## src/rtl/grapheme_pxl_fetch.sv

```systemverilog
// Frame-buffer reader: walks one FRAME_W x FRAME_H frame as single-word reads and
// streams the returned pixels through a credit-controlled FWFT FIFO with SOF/EOL marks.
module grapheme_pxl_fetch #(
  parameter int MEM_DATA_W = 32,
  parameter int MEM_ADDR_W = 27,
  parameter int FRAME_W    = 1280,
  parameter int FRAME_H    = 720,
  parameter int FIFO_DEPTH = 8
) (
  input  logic                  clk,
  input  logic                  rst,
  input  logic                  start,
  input  logic [MEM_ADDR_W-1:0] base_addr,
  input  logic                  en,
  input  logic                  clear_flags,
  output logic                  busy,
  output logic                  done,
  output logic                  underrun,
  input  logic                  mem_wait,
  output logic                  mem_rden,
  output logic [MEM_ADDR_W-1:0] mem_addr,
  input  logic                  mem_rd_valid,
  input  logic [MEM_DATA_W-1:0] mem_rdata,
  output logic                  pxl_valid,
  input  logic                  pxl_ready,
  output logic [23:0]           pxl_data,
  output logic                  pxl_sof,
  output logic                  pxl_eol
);

  localparam int NPIX  = FRAME_W * FRAME_H;
  localparam int IDX_W = (NPIX > 1) ? $clog2(NPIX) : 1;
  localparam int X_W   = (FRAME_W > 1) ? $clog2(FRAME_W) : 1;
  localparam int Y_W   = (FRAME_H > 1) ? $clog2(FRAME_H) : 1;
  localparam int PTR_W = (FIFO_DEPTH > 1) ? $clog2(FIFO_DEPTH) : 1;
  localparam int CNT_W = $clog2(FIFO_DEPTH + 1);

  localparam logic [IDX_W-1:0] LAST_IDX = IDX_W'(NPIX - 1);
  localparam logic [X_W-1:0]   LAST_X   = X_W'(FRAME_W - 1);
  localparam logic [Y_W-1:0]   LAST_Y   = Y_W'(FRAME_H - 1);

  typedef enum logic [1:0] {IDLE, FETCH, DRAIN} state_t;

  state_t                state;
  logic [MEM_ADDR_W-1:0] base_q;
  logic [IDX_W-1:0]      req_idx;
  logic [CNT_W-1:0]      outstanding;
  logic [CNT_W-1:0]      fifo_count;
  logic [CNT_W-1:0]      out_nxt;
  logic [CNT_W-1:0]      cnt_nxt;
  logic [PTR_W-1:0]      wr_ptr;
  logic [PTR_W-1:0]      rd_ptr;
  logic [23:0]           fifo_mem [FIFO_DEPTH];
  logic [X_W-1:0]        x_cnt;
  logic [Y_W-1:0]        y_cnt;
  logic                  acc;
  logic                  ret;
  logic                  pop;
  logic                  room_nxt;
  logic                  last_pop;
  logic                  unused_hi;

  assign unused_hi = ^mem_rdata[MEM_DATA_W-1:24];

  // Credit check looks at next-cycle occupancy so a request raised now never overflows.
  always_comb begin
    acc      = mem_rden & ~mem_wait;
    ret      = mem_rd_valid & (outstanding != '0);
    pop      = pxl_valid & pxl_ready;
    out_nxt  = outstanding + CNT_W'(acc) - CNT_W'(ret);
    cnt_nxt  = fifo_count + CNT_W'(ret) - CNT_W'(pop);
    room_nxt = ({1'b0, out_nxt} + {1'b0, cnt_nxt}) < (CNT_W + 1)'(FIFO_DEPTH);
    last_pop = pop & (x_cnt == LAST_X) & (y_cnt == LAST_Y);
  end

  assign busy      = (state != IDLE);
  assign pxl_valid = (fifo_count != '0);
  assign pxl_data  = fifo_mem[rd_ptr];
  assign pxl_sof   = pxl_valid & (x_cnt == '0) & (y_cnt == '0);
  assign pxl_eol   = pxl_valid & (x_cnt == LAST_X);

  always_ff @(posedge clk) begin
    if (ret) fifo_mem[wr_ptr] <= mem_rdata[23:0];
  end

  always_ff @(posedge clk) begin
    if (rst) begin
      state       <= IDLE;
      base_q      <= '0;
      req_idx     <= '0;
      outstanding <= '0;
      fifo_count  <= '0;
      wr_ptr      <= '0;
      rd_ptr      <= '0;
      x_cnt       <= '0;
      y_cnt       <= '0;
      mem_rden    <= 1'b0;
      mem_addr    <= '0;
      done        <= 1'b0;
      underrun    <= 1'b0;
    end else begin
      outstanding <= out_nxt;
      fifo_count  <= cnt_nxt;
      done        <= 1'b0;
      if (ret) wr_ptr <= wr_ptr + PTR_W'(1);
      if (pop) begin
        rd_ptr <= rd_ptr + PTR_W'(1);
        if (x_cnt == LAST_X) begin
          x_cnt <= '0;
          y_cnt <= (y_cnt == LAST_Y) ? '0 : y_cnt + Y_W'(1);
        end else begin
          x_cnt <= x_cnt + X_W'(1);
        end
      end
      // A starvation event in the same cycle as a clear keeps the flag set.
      if (busy & pxl_ready & ~pxl_valid) underrun <= 1'b1;
      else if (clear_flags)              underrun <= 1'b0;
      case (state)
        IDLE: begin
          if (start) begin
            base_q   <= base_addr;
            req_idx  <= '0;
            x_cnt    <= '0;
            y_cnt    <= '0;
            state    <= FETCH;
            mem_rden <= en & room_nxt;
            mem_addr <= base_addr;
          end
        end
        FETCH: begin
          if (acc) begin
            req_idx <= req_idx + IDX_W'(1);
            if (req_idx == LAST_IDX) begin
              state    <= DRAIN;
              mem_rden <= 1'b0;
            end else begin
              mem_rden <= en & room_nxt;
              mem_addr <= base_q + MEM_ADDR_W'(req_idx) + MEM_ADDR_W'(1);
            end
          end else if (!mem_rden) begin
            mem_rden <= en & room_nxt;
            mem_addr <= base_q + MEM_ADDR_W'(req_idx);
          end
        end
        DRAIN: begin
          if (last_pop) begin
            done  <= 1'b1;
            state <= IDLE;
          end
        end
        default: state <= IDLE;
      endcase
    end
  end

endmodule
```

## config.mk

```make
export PLATFORM = sky130hd
export DESIGN_NAME = grapheme_pxl_fetch
export DESIGN_NICKNAME = d
export VERILOG_FILES = /design/src/rtl/grapheme_pxl_fetch.sv
export SDC_FILE = /design/constraint.sdc
export NUM_CORES = 1
export LEC_CHECK = 0
export ABC_AREA = 1
export CAP_MARGIN = 5
export CORE_MARGIN = 2
export CORE_UTILIZATION = 59
export DETAILED_ROUTE_END_ITERATION = 8
export PLACE_DENSITY = 0.81
export REMOVE_ABC_BUFFERS = 1
export SLEW_MARGIN = 30
export SYNTH_ARGS = -nofsm -noshare
export SYNTH_HDL_FRONTEND = slang
export SYNTH_SLANG_ARGS = --single-unit
```

## constraint.sdc

```tcl
create_clock -name clk -period 3.75 [get_ports clk]
set_input_delay 0.375 -clock clk [delete_from_list [all_inputs] [get_ports clk]]
set_output_delay 0.375 -clock clk [all_outputs]
set_load 0.01 [all_outputs]
```

# Word-level counts from Yosys, hierarchy flattened
# Memories as Yosys holds them, arrays and structs flattened. A register that Yosys moved wholly into a read port is not among the register bits.
# Index checks and enable logic that the tools add are counted.
[totals]
ff_bits = 114
mem_bits_rw = 192
output_inout_bits = 58
elab_cells = 100
n_memories = 1
[memory_table]
columns = ["name", "depth", "width", "read_ports", "rd_clocked_by_memory_dff", "write_ports", "line_no", "text"]
rows = [
  ["fifo_mem", 8, 24, 1, 1, 1, "53", "logic [23:0] fifo_mem [FIFO_DEPTH];"],
]
[op_classes]
add_sub_neg = 12
n_lt_le_gt_ge = 1
n_eq_ne = 11
n_mux = 34
n_bitwise = 14
n_reduce_logical = 14
[op_table]
columns = ["op", "n"]
rows = [
  ["two-way mux 27 bit", 4],
  ["one-hot mux 27 bit (2 select lines)", 1],
  ["two-way mux 10 bit", 5],
  ["two-way mux 11 bit", 4],
  ["two-way mux 20 bit", 2],
  ["one-hot mux 20 bit (2 select lines)", 1],
  ["adder 27 x 1 -> 27 bit (second input constant)", 1],
  ["adder 27 x 20 -> 27 bit", 1],
  ["adder 20 x 1 -> 20 bit (second input constant)", 1],
  ["== test 20 bit (second input constant)", 1],
  ["adder 11 x 1 -> 11 bit (second input constant)", 1],
  ["bitwise AND 1 bit", 11],
  ["== test 11 bit (second input constant)", 1],
  ["zero test 11 bit", 1],
  ["adder 10 x 1 -> 10 bit (second input constant)", 1],
  ["== test 10 bit (second input constant)", 1],
  ["zero test 10 bit", 1],
  ["two-way mux 1 bit", 9],
  ["adder 4 x 1 -> 4 bit", 2],
  ["two-way mux 2 bit", 4],
  ["inequality test 2 bit (second input constant)", 4],
  ["AND reduction 4 bit", 2],
  ["nonzero test 4 bit", 2],
  ["subtractor 4 x 1 -> 4 bit", 2],
  ["other kinds (15)", 23],
]

# Logic depth before layout (Yosys ltp)
[depth]
word_depth = 10
mapped_depth = 20
ltp_nobuf = 20

# Worst setup path before layout
# Ideal clock, no wire load.
[synth_timing]
kind = "reg-to-reg"
from = "register fifo_count[2]"
to = "register mem_rden"
setup_time_ns = 0.070
t_arrival_ns = 3.083
slack_ns = 0.597
stages_incl_launch_ff = 18
n_path_buf = 1
cell_sequence = "dfxtp_1 > inv_1 > ha_1 > nand2_1 > inv_2 > nor2_4 > clkbuf_1 > ha_1 > inv_1 > ha_1 > inv_1 > fa_1 > inv_1 > ha_1 > a31o_2 > a211oi_1 > o22ai_1 > a21oi_1"
[synth_between]
elab_chain_cells = 9
[synth_lines]
columns = ["element", "line_no", "text"]
rows = [
  ["start: declaration", "48", "logic [CNT_W-1:0] fifo_count;"],
  ["start signal: assignment", "103", "fifo_count <= cnt_nxt;"],
  ["nonzero test 4 bit *", "77", "assign pxl_valid = (fifo_count != '0);"],
  ["net pxl_valid", "24", "output logic pxl_valid,"],
  ["bitwise AND 1 bit *", "69", "pop = pxl_valid & pxl_ready;"],
  ["subtractor 4 x 1 -> 4 bit *", "71", "cnt_nxt = fifo_count + CNT_W'(ret) - CNT_W'(pop);"],
  ["net cnt_nxt[1]", "50", "logic [CNT_W-1:0] cnt_nxt;"],
  ["adder 4 x 4 -> 5 bit *", "72", "room_nxt = ({1'b0, out_nxt} + {1'b0, cnt_nxt}) < (CNT_W + 1)'(FIFO_DEPTH);"],
  ["< comparator 5 x 4 -> 1 bit *", "72", ""],
  ["bitwise AND 1 bit *", "126, 137, 141", ""],
  ["two-way mux 1 bit, on equally long branches", "140, 133", ""],
  ["two-way mux 1 bit", "131", "if (acc) begin"],
  ["one-hot mux 1 bit (2 select lines) *", "118", "case (state)"],
  ["end signal: assignment", "126", "mem_rden <= en & room_nxt;"],
  ["end signal: assignment", "137", "mem_rden <= en & room_nxt;"],
  ["end signal: assignment", "141", "mem_rden <= en & room_nxt;"],
  ["end: declaration", "20", "output logic mem_rden,"],
]
# The timed path passes the listed nets; every way through them passes the cells marked *. The select of a mux whose other input is x is not followed.
# A chain may end at the register's enable or synchronous reset.

==> impl_metrics.csv <==
group,metric,value,unit
sta,fin_crit_sh,84.2,%
route,wirelength,38300,um
global_routing,grt_overflow,0,
pwr,seqPwrFrac,41.6,%
pwr,pwr-share-comb,27.6,%
synth,synth.top_cell.area_share,37.4,%
sta,maxSlewViolCount,0,
synth,yosys.cell_types.count,45,
synth,yosysMostFrequentCell,"nand2_1",
floorplanning,io_pins,125,
clock_network,cts_buffers,30,
layout,finish.utilization,69.5,%
layout,final_nets,2049,
worst_setup_path,cp.arrival,2.78,ns
worst_setup_path,startpoint_type,"flop",
synth,post_synth_instance_area,15400,um2
floorplanning,coreArea,25800,um2
clock_network,htree_levels,1,
clock_network,cts.sinks,309,
clock_network,ctsHoldBuffers,0,
route,vias,12900,
flow_run,cap_viol_max_count,0,
worst_setup_path,crit_type,"flop to output pin",
pwr,clockPowerShare,30.8,%
sta,final.min_clock_period,3.16,ns
synth,synthTopCellsByArea,"edfxtp_1 (37%), dfxtp_1 (15%), nand2_1 (8.4%)",
synth,synth_edf_count,192,
worst_hold_path,hold_depth,3,
pwr,leakage,6.95,nW
route,drt_iter0_drc,1329,
clock_network,clkLatencyLatePin,0.57,ns
synth,synth-simple-area-share,25.2,%
sta,hold_viol,0,
pwr,power.density,540,nW/um2
pwr,p_sw_share,31.0,%
place,gp_congestion,0.974,
route,via_per_inst,5.62,
floorplanning,die_w,166,um
layout,drive_gt1_share,9.63,%
global_routing,grt_max_degree,97,
synth,synthAdderAreaFrac,3.72,%
worst_setup_path,reg2regPathDepth,15,
global_routing,first_global_vias,12700,
place,port_buffers,116,
synth,synth_mux_area_share,0,%
global_routing,antenna_found_initial,0,
global_routing,grt.total_usage,28.3,%
route,first_pass_iters,6,
place,dp.cells,2241,
layout,final_cells,2298,
pwr,internal_power,6.68,mW
clock_network,clkTransAtPathRegs,0.07,ns
layout,syn_to_final_growth,16.6,%
clock_network,postCtsSetupBuffers,0,
synth,ys_seq_elements,309,
floorplanning,fp.dieH,166,um
clock_network,cts_tree,"built",
floorplanning,std_cell_rows,59,
worst_setup_path,critPathCaptureType,"output pin",
synth,synth_top_cell_by_area,"edfxtp_1",
route,drtAntennaViolNets,0,
synth,synth_xor_area_share,0.683,%
worst_setup_path,worstPathRequired,3.38,ns
synth,synth_compound_area_share,11.0,%
floorplanning,initial_core_util,59.6,%
worst_hold_path,hold_class,"primary input to flop",
sta,slew_headroom,38.6,%
clock_network,clk_path_buf_depth,3,
pwr,power_switching,3.01,mW
synth,synthTopCellsByCount,"nand2_1 (343), nor2_1 (287), edfxtp_1 (192)",
synth,synth_ff_type,"edfxtp_1",
global_routing,grt_pass1_wl,61200,um
place,hpwl,26100,um
synth,synth-async-reset-ratio,0,%
synth,avgSynthCellArea,8.43,um2
synth,netlist_instances,1827,
route,remaining_drc_errors,0,
sta,fin_skew,0.0346,ns
floorplanning,dieArea,27400,um2
clock_network,cts_resized,0,
clock_network,root_buffer,"clkbuf_16",
outcome,status,"finished clean",
sta,hold-worst-slack,0.412,ns
sta,rsz0062_at_grt,"no",
sta,fmax,317,MHz
route,wl_per_cell,16.7,um
sta,worst_pin_slew,0.919,ns
synth,synth_top_family_by_area,"simple AND/OR/NAND/NOR gates",
pwr,vdd_ir_drop_max,0.000412,V
worst_setup_path,path_max_fanout,46,
sta,setup_viol,0,
synth,yosysWarnings,0,
synth,ys_seq_area_share,52.7,%
-- final timing paths --
| check | from | to | slack (ns) |
|---|---|---|---|
| min reg2reg | base_q[4] | base_q[4] | 0.46 |
| max reg2reg | outstanding[2] | mem_rden | 0.73 |
| min | base_addr[13] | base_q[13] | 0.41 |
| max | flop | pxl_data[18] | 0.59 |
-- worst max-delay path: stages (launching register included) --
cell	delay (ns)
dfxtp_2	0.34
inv_2	0.22
buf_4	0.44
o21ai_0	0.16
o22ai_1	0.18
nor2_1	0.06
a31oi_1	0.23
clkdlybuf4s50_1	0.59
-- metrics by stage --
| step | TNS [ns] | instance area [um2] | total power, mW | setup WS, ns |
|---|---|---|---|---|
| floorplan | -9.78 | 15100 | 5.62 | -0.408 |
| global placement | 0 | 17000 | 6.66 | 0.436 |
| detailed placement | 0 | 17000 | 6.76 | 0.405 |
| CTS | 0 | 17900 | 9.72 | 0.615 |
| global route | 0 | 17900 | 10.2 | 0.426 |
| finish | 0 | 18000 | 9.69 | 0.594 |
-- power by group through the flow --
stage	clock (mW)	sequential [mW]	combinational, mW
2_1_floorplan	0	4.17	1.45
3_3_place_gp	0	4.09	2.57
3_5_place_dp	0	4.10	2.66
4_1_cts	3.01	4.03	2.69
5_1_grt	3.16	4.05	3.00
6_report	2.98	4.03	2.68
-- kinds of logic (layout without fill, tap and decap cells) --
| kind of cell | count (synthesis) | count (layout) |
|---|---|---|
| adder cells (fa/ha/maj) | 44 | 44 |
| XOR/XNOR | 12 | 12 |
| AO/OA/AOI/OAI | 312 | 312 |
| flip-flops | 309 | 309 |
| AND/OR/NAND/NOR | 881 | 881 |
| buffers and inverters | 269 | 404 |
| other | 0 | 1 |
-- state kept, by name, indices dropped and copies added, names as in the netlist, named ones only --
signal       flops
wr_ptr           3
x_cnt           11
outstanding      4
base_q          27
req_idx         20
mem_addr        27
fifo_count       4
y_cnt           10
underrun         1
rd_ptr           3
state            2
fifo_mem       192
done             1
mem_rden         1
-- layout by cell type (no fill, tap or decap), types with 10 or more instances in the layout --
master | Yosys | layout
nand2_2 | 29 | 29
inv_2 | 16 | 17
a21oi_1 | 85 | 85
nand3_1 | 113 | 113
nor2_2 | 25 | 34
clkdlybuf4s50_1 | 0 | 116
nand4_1 | 22 | 22
o21ai_0 | 152 | 152
xor2_1 | 10 | 10
o22ai_1 | 25 | 25
buf_4 | 1 | 25
inv_1 | 188 | 187
nor2_1 | 287 | 278
edfxtp_1 | 192 | 192
a31oi_1 | 27 | 27
nand2_1 | 343 | 343
nor3_1 | 16 | 16
clkbuf_16 | 0 | 30
ha_1 | 41 | 41
dfxtp_1 | 117 | 116
-- cell type report --
class                           count  area, um2
Multi-Input combinational cell   1249       6290
Fill cell                        2006       7890
Timing Repair Buffer              143       1390
Antenna cell                        1       2.50
Sequential cell                   309       8110
Tap cell                          335        419
Clock inverter                     22        211
Clock buffer                       34        766
Inverter                          205        769
-- layer usage --
metal	global-route usage, %	routed length, um	up-vias
li1	-	-	6341
met4	8.11	765	0
met2	51.6	19200	422
met3	3.47	2320	62
met5	0	0	-
met1	35.4	16000	6086
Power figures use the tool's default switching activity.
